`src/rtl/ysyx_22041211_mem_arbiter_pkg.sv`:
```
// Shared types and constants for the IFU/LSU data-memory arbiter.
package ysyx_22041211_mem_arbiter_pkg;

  typedef enum logic [1:0] {
    ARB_IDLE  = 2'd0,
    ARB_ISSUE = 2'd1,
    ARB_WAIT  = 2'd2,
    ARB_RESP  = 2'd3
  } arb_state_e;

  typedef enum logic {
    ARB_OWN_IFU = 1'b0,
    ARB_OWN_LSU = 1'b1
  } arb_owner_e;

  // Byte mask covering a full 32-bit word; fetches always read whole words.
  localparam logic [7:0] MEM_MASK_32   = 8'h0F;
  localparam logic [7:0] MEM_MASK_NONE = 8'h00;

endpackage

```
`src/rtl/ysyx_22041211_mem_arbiter_rr_arbiter2.sv`:
```
// Two-way round-robin pick between IFU and LSU. last_grant only moves when
// the top actually accepts a request, so a tie always goes to whoever was
// not served last.
module ysyx_22041211_mem_arbiter_rr_arbiter2
  import ysyx_22041211_mem_arbiter_pkg::*;
(
  input  logic clk,
  input  logic rst,
  input  logic ifu_valid,
  input  logic lsu_valid,
  input  logic accept,
  output logic grant_ifu,
  output logic grant_lsu
);

  arb_owner_e last_grant_q;
  arb_owner_e last_grant_d;

  // Winner selection: single requester wins, a tie goes to the one not served last.
  always_comb begin
    grant_ifu = 1'b0;
    grant_lsu = 1'b0;
    if (ifu_valid && lsu_valid) begin
      grant_ifu = (last_grant_q == ARB_OWN_LSU);
      grant_lsu = (last_grant_q == ARB_OWN_IFU);
    end else begin
      grant_ifu = ifu_valid;
      grant_lsu = lsu_valid;
    end
  end

  // Remember the winner only on an actual accept.
  always_comb begin
    last_grant_d = last_grant_q;
    if (accept) begin
      last_grant_d = grant_ifu ? ARB_OWN_IFU : ARB_OWN_LSU;
    end
  end

  // last_grant register; reset favours IFU on the first tie.
  always_ff @(posedge clk) begin
    if (rst) begin
      last_grant_q <= ARB_OWN_LSU;
    end else begin
      last_grant_q <= last_grant_d;
    end
  end

endmodule

```
`src/rtl/ysyx_22041211_mem_arbiter.sv`:
```
// Shares the single data-memory port between IFU fetches and LSU loads/stores,
// one outstanding transaction at a time.
//
//   state | meaning
//   IDLE  | offer ready to the arbitration winner; accept latches owner+fields
//   ISSUE | mem_req_valid high until memory accepts
//   WAIT  | waiting for the memory response pulse, captured into owner's rdata
//   RESP  | owner's resp_valid high until the owner takes it
module ysyx_22041211_mem_arbiter
  import ysyx_22041211_mem_arbiter_pkg::*;
#(
  parameter int ADDR_LEN = 32,
  parameter int DATA_LEN = 32
) (
  input  logic                clk,
  input  logic                rst,
  input  logic                ifu_req_valid,
  output logic                ifu_req_ready,
  input  logic [ADDR_LEN-1:0] ifu_addr,
  output logic                ifu_resp_valid,
  input  logic                ifu_resp_ready,
  output logic [DATA_LEN-1:0] ifu_rdata,
  input  logic                lsu_req_valid,
  output logic                lsu_req_ready,
  input  logic [ADDR_LEN-1:0] lsu_addr,
  input  logic                lsu_wen,
  input  logic [DATA_LEN-1:0] lsu_wdata,
  input  logic [7:0]          lsu_wmask,
  input  logic [7:0]          lsu_rmask,
  output logic                lsu_resp_valid,
  input  logic                lsu_resp_ready,
  output logic [DATA_LEN-1:0] lsu_rdata,
  output logic                mem_req_valid,
  input  logic                mem_req_ready,
  output logic [ADDR_LEN-1:0] mem_addr,
  output logic                mem_wen,
  output logic [DATA_LEN-1:0] mem_wdata,
  output logic [7:0]          mem_wmask,
  output logic [7:0]          mem_rmask,
  input  logic                mem_resp_valid,
  input  logic [DATA_LEN-1:0] mem_rdata
);

  arb_state_e          state_q,     state_d;
  arb_owner_e          owner_q,     owner_d;
  logic [ADDR_LEN-1:0] addr_q,      addr_d;
  logic                wen_q,       wen_d;
  logic [DATA_LEN-1:0] wdata_q,     wdata_d;
  logic [7:0]          wmask_q,     wmask_d;
  logic [7:0]          rmask_q,     rmask_d;
  logic [DATA_LEN-1:0] ifu_rdata_q, ifu_rdata_d;
  logic [DATA_LEN-1:0] lsu_rdata_q, lsu_rdata_d;

  logic grant_ifu;
  logic grant_lsu;
  logic accept;

  // Any valid request in IDLE is a handshake with the winner.
  assign accept = (state_q == ARB_IDLE) && (ifu_req_valid || lsu_req_valid);

  ysyx_22041211_mem_arbiter_rr_arbiter2 u_rr (
    .clk       (clk),
    .rst       (rst),
    .ifu_valid (ifu_req_valid),
    .lsu_valid (lsu_req_valid),
    .accept    (accept),
    .grant_ifu (grant_ifu),
    .grant_lsu (grant_lsu)
  );

  // Next-state, latched request fields and handshake outputs.
  always_comb begin
    state_d        = state_q;
    owner_d        = owner_q;
    addr_d         = addr_q;
    wen_d          = wen_q;
    wdata_d        = wdata_q;
    wmask_d        = wmask_q;
    rmask_d        = rmask_q;
    ifu_rdata_d    = ifu_rdata_q;
    lsu_rdata_d    = lsu_rdata_q;
    ifu_req_ready  = 1'b0;
    lsu_req_ready  = 1'b0;
    mem_req_valid  = 1'b0;
    ifu_resp_valid = 1'b0;
    lsu_resp_valid = 1'b0;
    case (state_q)
      ARB_IDLE: begin
        ifu_req_ready = grant_ifu;
        lsu_req_ready = grant_lsu;
        if (grant_ifu) begin
          owner_d = ARB_OWN_IFU;
          addr_d  = ifu_addr;
          wen_d   = 1'b0;
          wdata_d = '0;
          wmask_d = MEM_MASK_NONE;
          rmask_d = MEM_MASK_32;
          state_d = ARB_ISSUE;
        end else if (grant_lsu) begin
          owner_d = ARB_OWN_LSU;
          addr_d  = lsu_addr;
          wen_d   = lsu_wen;
          wdata_d = lsu_wdata;
          wmask_d = lsu_wmask;
          rmask_d = lsu_rmask;
          state_d = ARB_ISSUE;
        end
      end
      ARB_ISSUE: begin
        mem_req_valid = 1'b1;
        if (mem_req_ready) begin
          state_d = ARB_WAIT;
        end
      end
      ARB_WAIT: begin
        if (mem_resp_valid) begin
          if (owner_q == ARB_OWN_IFU) begin
            ifu_rdata_d = mem_rdata;
          end else begin
            // stores report completion with zero data
            lsu_rdata_d = wen_q ? '0 : mem_rdata;
          end
          state_d = ARB_RESP;
        end
      end
      ARB_RESP: begin
        if (owner_q == ARB_OWN_IFU) begin
          ifu_resp_valid = 1'b1;
          if (ifu_resp_ready) begin
            state_d = ARB_IDLE;
          end
        end else begin
          lsu_resp_valid = 1'b1;
          if (lsu_resp_ready) begin
            state_d = ARB_IDLE;
          end
        end
      end
      default: begin
        state_d = ARB_IDLE;
      end
    endcase
  end

  // State, owner, latched memory fields and per-owner read data.
  always_ff @(posedge clk) begin
    if (rst) begin
      state_q     <= ARB_IDLE;
      owner_q     <= ARB_OWN_IFU;
      addr_q      <= '0;
      wen_q       <= 1'b0;
      wdata_q     <= '0;
      wmask_q     <= '0;
      rmask_q     <= '0;
      ifu_rdata_q <= '0;
      lsu_rdata_q <= '0;
    end else begin
      state_q     <= state_d;
      owner_q     <= owner_d;
      addr_q      <= addr_d;
      wen_q       <= wen_d;
      wdata_q     <= wdata_d;
      wmask_q     <= wmask_d;
      rmask_q     <= rmask_d;
      ifu_rdata_q <= ifu_rdata_d;
      lsu_rdata_q <= lsu_rdata_d;
    end
  end

  assign mem_addr  = addr_q;
  assign mem_wen   = wen_q;
  assign mem_wdata = wdata_q;
  assign mem_wmask = wmask_q;
  assign mem_rmask = rmask_q;
  assign ifu_rdata = ifu_rdata_q;
  assign lsu_rdata = lsu_rdata_q;

  // A memory response outside WAIT has no transaction to belong to.
  a_resp_only_in_wait: assert property (
    @(posedge clk) disable iff (rst) mem_resp_valid |-> (state_q == ARB_WAIT)
  );

endmodule

```
`config.mk`:
```
export PLATFORM = sky130hd
export DESIGN_NAME = ysyx_22041211_mem_arbiter
export DESIGN_NICKNAME = d
export VERILOG_FILES = /design/src/rtl/ysyx_22041211_mem_arbiter_pkg.sv /design/src/rtl/ysyx_22041211_mem_arbiter_rr_arbiter2.sv /design/src/rtl/ysyx_22041211_mem_arbiter.sv
export SDC_FILE = /design/constraint.sdc
export NUM_CORES = 1
export LEC_CHECK = 0
export ABC_CLOCK_PERIOD_IN_PS = 2950
export BUFFER_PORTS_ARGS = -buffer_cell sky130_fd_sc_hd__buf_2
export CORE_AREA = 3 3 117 119
export CTS_BUF_LIST = sky130_fd_sc_hd__clkbuf_4 sky130_fd_sc_hd__clkbuf_8
export DETAILED_ROUTE_END_ITERATION = 10
export DIE_AREA = 0 0 120 122
export GPL_TIMING_DRIVEN = 0
export HOLD_SLACK_MARGIN = 0.06
export PLACE_DENSITY = 0.78
export SLEW_MARGIN = 20
export SYNTH_ARGS = -nofsm -noshare
export SYNTH_HDL_FRONTEND = slang
export SYNTH_SLANG_ARGS = --single-unit
```
`constraint.sdc`:
```
create_clock -name clk -period 2.95 [get_ports clk]
set_input_delay 0.4425 -clock clk [delete_from_list [all_inputs] [get_ports clk]]
set_output_delay 0.4425 -clock clk [all_outputs]
set_load 0.01 [all_outputs]
```
==> summary.txt, run 1 <==
Status
  – Outcome: finished, final reports clean

Power and ir drop
  – Reg power frac: 41.7%
  – Clock share of power: 26.4%
  – Internal power component: 3980 uW
  – Leakage: 0.00373 uW
  – Max IR drop VDD: 391 uV
  – Total Power: 6060 uW
  – Switching share of total power: between 30% and 40%
  – Pwr Density: 782 nW/um^2
  – Gate power share: 31.8%
  – Switching Power: between 2000 and 2500 uW

Clock tree
  – Clock Pin Slew Worst Setup and Hold Paths: about 0.080 ns
  – Worst skew pair latency: 0.44 ns
  – Cts bufs inserted: 17
  – Post-cts sizing count: 0
  – H-tree depth: 4
  – Longest Clk Path Bufs: 2
  – Hold buffer count at CTS: 0
  – Post-CTS setup buffer count: 0
  – TritonCTS clock tree: done
  – Clk sinks: 149
  – CTS root buf: clkbuf_8

Worst setup path
  – Critical Path RT: around 2.5 ns
  – Worst Path Max Fanout: 10
  – Critical path launch point type: register
  – CP max-delay cell: clkbuf_1
  – CP Capture Type: primary output
  – Max stage delay on crit path: 0.38 ns
  – Critical-path cell list: inv_1 > ha_1 > nand3_1 > inv_1 > clkbuf_1 > buf_2
  – Arrival time at the worst endpoint: between 2 and 2.5 ns
  – Crit path top cell by count: inv_1
  – Delay-heaviest family, CP: buffers and inverters
  – Crit Path Category: reg2out
  – WP buf/inv: 4

Placement
  – Gpl congestion: 0.921
  – Pre-CTS WS: 0.894 ns
  – Number of buffers added on ports: 301
  – HPWL Detailed: 13600 microns

Timing
  – Worst Tran Pin Value: 0.560 ns
  – Finish-stage setup viols: 0
  – Layout Skew: 0.00706 ns
  – Final worst slack: roughly 0.44 ns
  – Minimum clock period: 2.51 ns
  – RSZ-0062 raised after global routing: no
  – Final setup TNS: 0 ns
  – Maximum clock rate: between 0.3 and 0.4 GHz
  – Final period util: 85.2%
  – Rel. slew slack: between 60% and 70%
  – Max Transition Viols Final: 0
  – Fin. Hold Viols: 0

Route
  – Detail Route Antenna Nets: 0
  – Avg WL per Cell: 15.5 microns
  – Residual DRC: 0
  – Routed wire length: 17500 microns
  – Vias per inst: 5.02
  – Via count: between 5000 and 6000
  – Iteration count of the initial detailed-routing pass: 5
  – 1st-iter DRT viols: 289

Die
  – Starting Density: about 44%
  – Die H: around 120 microns
  – I/O pins: 303
  – Placement row count: a little over 40
  – Die W: 120 microns
  – Core Box Area: approximately 13000 sq um
  – Die area: 14600 sq um

Yosys
  – Synth top area share: 53.1%
  – Post-Syn Nets: 787
  – Ys async rst share: 0%
  – EDFF count, synth: 0
  – Main area contributors after synthesis: dfxtp_1, nor2_1, a22oi_1
  – Synth warn: 0
  – Synth Register Bits: between 100 and 150
  – Cell Area, Synth: around 5600 sq um
  – Syn Area/Cell: around 8.9 sq um
  – Yosys top cell by area: dfxtp_1
  – Post-synthesis sequential area ratio: 53.1%
  – Mapped Cells: 629
  – Cell variety after synth: 25
  – Most used DFF post-synth: dfxtp_1

Finish
  – N_diodes: 0
  – Area grow syn2layout: 37.8%
  – Layout Nets: approximately 1100
  – Filler Cell Count: 1196
  – Share of cells above drive strength 1: 36.0%

Hold path
  – HP Class: in2reg

Run
  – Max-Cap Viols: 0

GRT
  – Initial antenna violation count: 0
  – First-pass GRT wire length: 27000 microns
  – Largest net degree at the start of global routing: 17
  – Global route overflow: 0
  – Vias in the first global route: 5506
  – GRT Total Usage: 23.4%
per-stage QoR:
step                      area [sq um]  util [%]  hold slack [ns]  instances
after floorplan                   5620         -            0.481        629
after global placement            7340      57.9            0.441       1102
after detailed placement          7340      57.9            0.445       1102
after CTS                         7740      61.1            0.209       1132
after global routing              7740      61.1            0.218       1132
final                             7740      61.1            0.244       1132
registers in the layout (all words and copies together), names as in the netlist:
signal	flops
mem_addr	32
lsu_rdata	32
mem_wdata	32
state_q	2
owner_q	1
mem_rmask	8
mem_wmask	8
mem_wen	1
ifu_rdata	32
u_rr.last_grant_q	1
worst paths after layout:
| check | slack, ns | endpoint | depth (start not counted) | start |
|---|---|---|---|---|
| worst max-delay path | 0.44 | lsu_req_ready | 6 | state_q[0] |
| worst min-delay path | 0.24 | ifu_rdata[25] | 3 | mem_rdata[25] |
| worst max register to register | 1.02 | lsu_rdata[26] | 7 | state_q[0] |
| worst min register to register | 0.45 | ifu_rdata[6] | 2 | ifu_rdata[6] |
Yosys cell counts (2+ instances only):
cell      count
dfxtp_1     149
nor2_1      118
nand2_1      68
a21oi_1      67
a22oi_1      45
clkbuf_1     39
a211oi_1     32
mux2i_1      32
nor3b_1      32
buf_2        10
inv_1         9
ha_1          5
o22ai_1       4
buf_6         3
o21ai_0       3
nand3_1       2
nor2b_1       2
or3_1         2
worst register-to-register path, stage by stage, from the launching register on:
cell and delay (ns):
dfxtp_1 0.38, inv_1 0.09, ha_1 0.24, nand3_1 0.36, clkbuf_1 0.41, nor3b_1 0.11
a21oi_1 0.15, nor2_1 0.06
power groups by stage:
stage	combinational (uW)	sequential, uW	clock, uW
3_3_place_gp	1910	2560	0
6_report	1930	2530	1600
4_1_cts	1940	2530	1630
3_5_place_dp	1930	2560	0
2_1_floorplan	1020	2720	0
5_1_grt	2130	2570	1720
placed cells by master, fill, tap and decap left out, types with 4 or more instances in the layout:
cell type,n
clkbuf_8,19
a21oi_1,67
inv_1,9
clkbuf_1,39
clkinv_2,5
ha_1,5
mux2i_1,32
o22ai_1,4
a211oi_1,32
buf_2,311
a22oi_1,45
nor3b_1,32
nor2_1,118
dfxtp_1,149
nand2_1,68
layout make-up:
cell class              count  area (sq um)  area share, %
flip-flops and latches    149          2980           38.5
multi-input cells         417          2360           30.5
repair buffers            301          1510           19.5
clock buffers              20           269           3.48
plain buffers              54           243           3.14
well taps                 172           215           2.78
clock inverters            10           131           1.70
inverters                   9          33.8          0.436
layer usage:
metal / share of wire, % / global-route usage [%] / up-vias / wire, microns
li1: - / - / 2806 / -
met1: 42 / 28.2 / 2602 / 7310
met2: 47 / 38.7 / 236 / 8320
met3: 8.2 / 7.34 / 36 / 1440
met4: 2.6 / 9.95 / 0 / 461
met5: 0 / 0 / - / 0
kinds of logic (layout without fill, tap and decap cells):
kind of cell    after synthesis  after routing  synth area share [%]
compound gates              155            155                  17.7
mux                          32             32                  5.70
flops                       149            149                  53.1
simple gates                225            225                  17.4
fa+ha+maj                     5              5                  1.11
buf+inv                      63            394                  4.92
(Power assumes the default switching activity.)
==> inputs of run 2 (changes only) <==
Settings changed: RECOVER_POWER from default to 25.
==> run 2 against run 1 <==
  * Clock skew is 0.00051 ns higher
  * First-iteration DRC count is 1.0% lower
  * Core utilization is 0.73 points lower
  * Die area did not move
  * Non-clock buffer count unchanged
  * Final cell count unchanged
  * Sequential share of layout area increased by 0.47 points
  * Worst setup slack better by 0.0056 ns
  * Cell area decreased by 1.2%
  * Largest power group unchanged
==> summary.txt, run 2 (synthesis results as in run 1) <==
Placement
  – Pre-CTS WS: 0.894 ns (unchanged)
  – HPWL Detailed: 13600 microns (unchanged)
  – Number of buffers added on ports: 301 (unchanged)
  – Gpl congestion: 0.921 (unchanged)

Timing
  – Max Transition Viols Final: 0 (unchanged)
  – Final setup TNS: 0 ns (unchanged)
  – Layout Skew: 0.00757 ns (+0.000509 ns)
  – Minimum clock period: 2.51 ns (-0.00564 ns)
  – Final period util: 85.0% (-0.19 points)
  – RSZ-0062 raised after global routing: no
  – Rel. slew slack: 62.5% (-0.20 points)
  – Final worst slack: 0.441 ns (+0.00564 ns)
  – Fin. Hold Viols: 0 (unchanged)
  – Maximum clock rate: 0.399 GHz (+0.22%)
  – Worst Tran Pin Value: 0.563 ns (+0.00293 ns)
  – Finish-stage setup viols: 0 (unchanged)

Clock tree
  – TritonCTS clock tree: done
  – Post-cts sizing count: 0 (unchanged)
  – Clock Pin Slew Worst Setup and Hold Paths: 0.07 ns (about the same)
  – CTS root buf: clkbuf_8
  – Hold buffer count at CTS: 0 (unchanged)
  – Longest Clk Path Bufs: 2 (unchanged)
  – Post-CTS setup buffer count: 0 (unchanged)
  – Worst skew pair latency: 0.44 ns (about the same)
  – Cts bufs inserted: 17 (unchanged)
  – H-tree depth: 4 (unchanged)
  – Clk sinks: 149 (unchanged)

Hold path
  – Hold depth: 3 (unchanged)
  – WHS Endpoint: ifu_rdata[25]
  – HP Class: in2reg
  – Hold wc startpoint: mem_rdata[25]

Worst setup path
  – Worst Path Max Fanout: 10 (unchanged)
  – Critical Path RT: 2.51 ns (about the same)
  – Reg2Reg Depth: 7 (unchanged)
  – Flop2flop setup slack: 1.03 ns (about the same)
  – Crit Path Category: reg2out
  – Arrival time at the worst endpoint: 2.07 ns (about the same)
  – CP Capture Type: primary output
  – Critical path launch point type: register
  – Critical R2R Launch: state_q[0]
  – Endpoint of the worst register-to-register path: lsu_rdata[26]

Die
  – Core Box Area: 12700 sq um (unchanged)
  – Starting Density: 44.3% (unchanged)
  – Die W: 120 microns (unchanged)
  – I/O pins: 303 (unchanged)
  – Die area: 14600 sq um (unchanged)
  – Placement row count: 41 (unchanged)
  – Die H: 122 microns (unchanged)

GRT
  – Global route overflow: 0 (unchanged)
  – Initial antenna violation count: 0 (unchanged)
  – Largest net degree at the start of global routing: 17 (unchanged)
  – GRT Total Usage: 23.4% (unchanged)
  – First-pass GRT wire length: 27000 microns (unchanged)
  – Vias in the first global route: 5506 (unchanged)

Route
  – 1st-iter DRT viols: 286 (-1.0%)
  – Avg WL per Cell: 15.5 microns (-0.25%)
  – Iteration count of the initial detailed-routing pass: 5 (unchanged)
  – Routed wire length: 17500 microns (-0.25%)
  – Detail Route Antenna Nets: 0 (unchanged)
  – Residual DRC: 0 (unchanged)
  – Vias per inst: 4.99 (-0.46%)
  – Via count: 5654 (-0.46%)

Finish
  – Filler Cell Count: 1244 (+4.0%)
  – Share of cells above drive strength 1: 28.3% (-7.7 points)
  – N_diodes: 0 (unchanged)
  – Area grow syn2layout: 36.1%
  – Layout Nets: 1107 (unchanged)
  – Commonest non-fill, non-tap cell in the layout: buf_2
  – Most frequent cells in the layout: buf_2, dfxtp_1, nor2_1, clkbuf_1, nand2_1

Status
  – Outcome: finished, final reports clean

Run
  – Max-Cap Viols: 0 (unchanged)

Power and ir drop
  – Max IR drop VDD: 391 uV (about the same)
  – Pwr Density: 786 nW/um^2 (+0.51%)
  – Leakage: 0.00343 uW (-8.2%)
-- run 2: critical path: stages (launching register included) --
cell and delay, ns:
dfxtp_1 0.34, inv_1 0.11, ha_1 0.22, nand3_1 0.24, inv_1 0.13, clkbuf_1 0.38, buf_2 0.22
-- run 2: how the worst max path moves through the flow --
stage / start / endpoint / slack [ns] / depth (start not counted)
2_1_floorplan: state_q[0] / state_q[0] / 1.35 / 6
3_3_place_gp: state_q[0] / lsu_req_ready / 0.90 / 6
3_5_place_dp: state_q[0] / lsu_req_ready / 0.89 / 6
4_1_cts: state_q[0] / lsu_req_ready / 0.39 / 6
5_1_grt: state_q[0] / lsu_req_ready / 0.20 / 6
6_report: state_q[0] / lsu_req_ready / 0.44 / 6
-- run 2: metrics by stage --
step / cells / util [%] / total power, uW / area, sq um / hold WS [ns]
2_1_floorplan: 629 / - / 3740 / 5620 / 0.481
3_3_place_gp: 1102 / 57.9 / 4470 / 7340 / 0.441
3_5_place_dp: 1102 / 57.9 / 4500 / 7340 / 0.445
4_1_cts: 1132 / 61.1 / 6100 / 7740 / 0.209
5_1_grt: 1132 / 60.4 / 6380 / 7650 / 0.218
6_report: 1132 / 60.4 / 6010 / 7650 / 0.245
-- run 2: metal layers --
metal | up-vias | global-route usage [%] | share of wire (%)
li1 | 2806 | - | -
met1 | 2581 | 28.2 | 42
met2 | 231 | 38.7 | 47
met3 | 36 | 7.34 | 8.3
met4 | 0 | 9.95 | 2.6
met5 | - | 0 | 0
-- run 2: power breakdown --
part           internal, uW  switching [uW]  total, uW
Combinational           708            1170       1880
Sequential             2350             181       2530
Clock                   875             727       1600
-- run 2: layout make-up --
cell class | count | area [sq um] | area share, %
Buffer | 54 | 243 | 3.17
Clock buffer | 20 | 269 | 3.52
Clock inverter | 10 | 131 | 1.72
Inverter | 9 | 33.8 | 0.442
Multi-Input combinational cell | 417 | 2360 | 30.9
Sequential cell | 149 | 2980 | 39.0
Tap cell | 172 | 215 | 2.81
Timing Repair Buffer | 301 | 1410 | 18.5
==> inputs of run 3 (changes only) <==
Settings changed: CORE_AREA 3 3 117 119 to default, CORE_ASPECT_RATIO from default to 0.7, CORE_MARGIN from default to 3, CORE_UTILIZATION from default to 50, DIE_AREA 0 0 120 122 to default, PLACE_DENSITY 0.78 to 0.88.
==> run 3 against run 2 <==
  * Final cell count is 1.9% lower
  * Cell area hardly changed
  * Core utilization is 12 points higher
  * Sequential share of layout area hardly changed
  * Highest routed layer unchanged
  * Routed wire length is 1.4% higher
  * Global-route usage is 3.4 points higher
==> summary.txt, run 3 (synthesis results as in run 1) <==
Status
  – Outcome: finished, final reports clean

Worst setup path
  – Worst Path Max Fanout: 10 (unchanged)
  – Max stage delay on crit path: 0.39 ns (about the same)
  – Flop2flop setup slack: 1.03 ns (about the same)
  – Crit path top cell by count: inv_1
  – Critical-path cell list: inv_1 > ha_1 > nand3_1 > inv_1 > clkbuf_1 > buf_2
  – Critical Path RT: 2.51 ns (about the same)
  – Critical path launch point type: register
  – Crit Path Category: reg2out
  – CP Capture Type: primary output
  – WP buf/inv: 4 (unchanged)
  – CP max-delay cell: clkbuf_1
  – Delay-heaviest family, CP: buffers and inverters
  – Arrival time at the worst endpoint: 2.12 ns (+0.05 ns)

Die
  – Die H: 94.7 microns (-22%)
  – Die W: 133 microns (+11%)
  – Core Box Area: 10600 sq um (-16%)
  – I/O pins: 303 (unchanged)
  – Die area: 12600 sq um (-14%)
  – Placement row count: 31 (-24%)
  – Starting Density: 52.9% (+8.5 points)

Placement
  – Gpl congestion: 0.867 (-5.9%)
  – Cell Area, Placed: 7310 sq um (-0.41%)
  – Number of buffers added on ports: 301 (unchanged)
  – HPWL Detailed: 13400 microns (-1.1%)

Clock tree
  – Clk sinks: 149 (unchanged)
  – Worst skew pair latency: 0.44 ns (about the same)
  – TritonCTS clock tree: done
  – Cts bufs inserted: 17 (unchanged)
  – Longest Clk Path Bufs: 2 (unchanged)
  – Clock Pin Slew Worst Setup and Hold Paths: 0.09 ns (+0.02 ns)
  – Post-CTS setup buffer count: 0 (unchanged)
  – CTS root buf: clkbuf_8
  – Hold buffer count at CTS: 0 (unchanged)
  – Post-cts sizing count: 0 (unchanged)
  – H-tree depth: 4 (unchanged)

Timing
  – Worst Tran Pin Value: 0.589 ns (+0.0260 ns)
  – Final setup TNS: 0 ns (unchanged)
  – Maximum clock rate: 0.390 GHz (-2.1%)
  – Final period util: 86.9% (+1.8 points)
  – Finish-stage setup viols: 0 (unchanged)
  – Max Transition Viols Final: 0 (unchanged)
  – Fin. Hold Viols: 0 (unchanged)
  – Rel. slew slack: 60.8% (-1.7 points)
  – RSZ-0062 raised after global routing: no
  – Minimum clock period: 2.56 ns (+0.0540 ns)
  – Worst hold slack: 0.247 ns (+0.00200 ns)
  – Layout Skew: 0.0126 ns (+0.00508 ns)

Power and ir drop
  – Pwr Density: 799 nW/um^2 (+1.6%)
  – Clock share of power: 27.4% (+0.8 points)
  – Switching share of total power: 35.6% (+1.0 points)
  – Gate power share: 31.1% (-0.2 points)
  – Switching Power: 2170 uW (+4.6%)
  – Internal power component: 3930 uW (about the same)
  – Reg power frac: 41.5% (-0.6 points)
  – Leakage: 0.00343 uW (about the same)
  – Max IR drop VDD: 479 uV (+22%)

Hold path
  – HP Class: in2reg

Route
  – 1st-iter DRT viols: 319 (+12%)
  – Routed wire length: 17700 microns (+1.4%)
  – Residual DRC: 0 (unchanged)
  – Via count: 5756 (+1.8%)
  – Detail Route Antenna Nets: 0 (unchanged)
  – Avg WL per Cell: 16.0 microns (+3.3%)
  – Iteration count of the initial detailed-routing pass: 6 (+1)
  – Vias per inst: 5.18 (+3.7%)

Finish
  – Commonest non-fill, non-tap cell in the layout: buf_2
  – Most frequent cells in the layout: buf_2, dfxtp_1, nor2_1, clkbuf_1, nand2_1
  – Layout Nets: 1107 (unchanged)
  – Multi-input logic area: 2360 sq um (unchanged)
  – Filler Cell Count: 895 (-28%)
  – FF/Latch Area: 2980 sq um (unchanged)
  – Final core occ: 71.9% (+12 points)
  – Share of cells above drive strength 1: 28.5% (+0.15 points)
  – Final instance area: 7640 sq um (about the same)
  – Area grow syn2layout: 36.0% (about the same)

GRT
  – Largest net degree at the start of global routing: 17 (unchanged)
  – GRT Total Usage: 26.8% (+3.4 points)
  – Initial antenna violation count: 0 (unchanged)
  – First-pass GRT wire length: 26900 microns (-0.31%)
  – Vias in the first global route: 5355 (-2.7%)
  – Global route overflow: 0 (unchanged)

Run
  – Max-Cap Viols: 0 (unchanged)
## run 3: worst paths after layout
path,start,endpoint,cells past startpoint
hold / removal,mem_rdata[11],ifu_rdata[11],3
setup / recovery,state_q[0],lsu_req_ready,6
hold reg to reg,ifu_rdata[1],ifu_rdata[1],2
setup reg to reg,state_q[0],mem_wmask[0],8
## run 3: layout make-up
cell class	count	share of cell area, %
repair buffers	301	18.5
diodes	1	0.0327
well taps	148	2.42
clock inverters	13	2.26
flip-flops and latches	149	39.0
multi-input cells	417	30.9
clock buffers	19	3.26
plain buffers	54	3.18
inverters	9	0.442
## run 3: tightest hold or removal path: stages
cell and delay (ns):
buf_2 0.10, nand2_1 0.05, a21oi_1 0.05
## run 3: per-stage QoR
step	std cells	setup slack (ns)	total power [uW]
after floorplan	629	1.35	3740
after global placement	1078	0.860	4460
after detailed placement	1078	0.838	4510
after CTS	1110	0.356	6170
after global routing	1110	0.184	6460
final	1111	0.387	6110
## run 3: power by group through the flow
stage	logic, uW	registers (uW)	clock network, uW
4_1_cts	1950	2530	1700
5_1_grt	2100	2570	1780
3_5_place_dp	1940	2570	0
3_3_place_gp	1900	2560	0
6_report	1900	2540	1670
2_1_floorplan	1020	2720	0
## run 3: per-layer routing
layer,share of wire [%],vias up,wire [microns],global-route usage (%)
li1,-,2812,-,-
met1,42,2682,7500,32.5
met3,7.5,29,1340,7.08
met5,0,-,0,0
met4,2.2,0,383,10.5
met2,48,233,8520,46.1
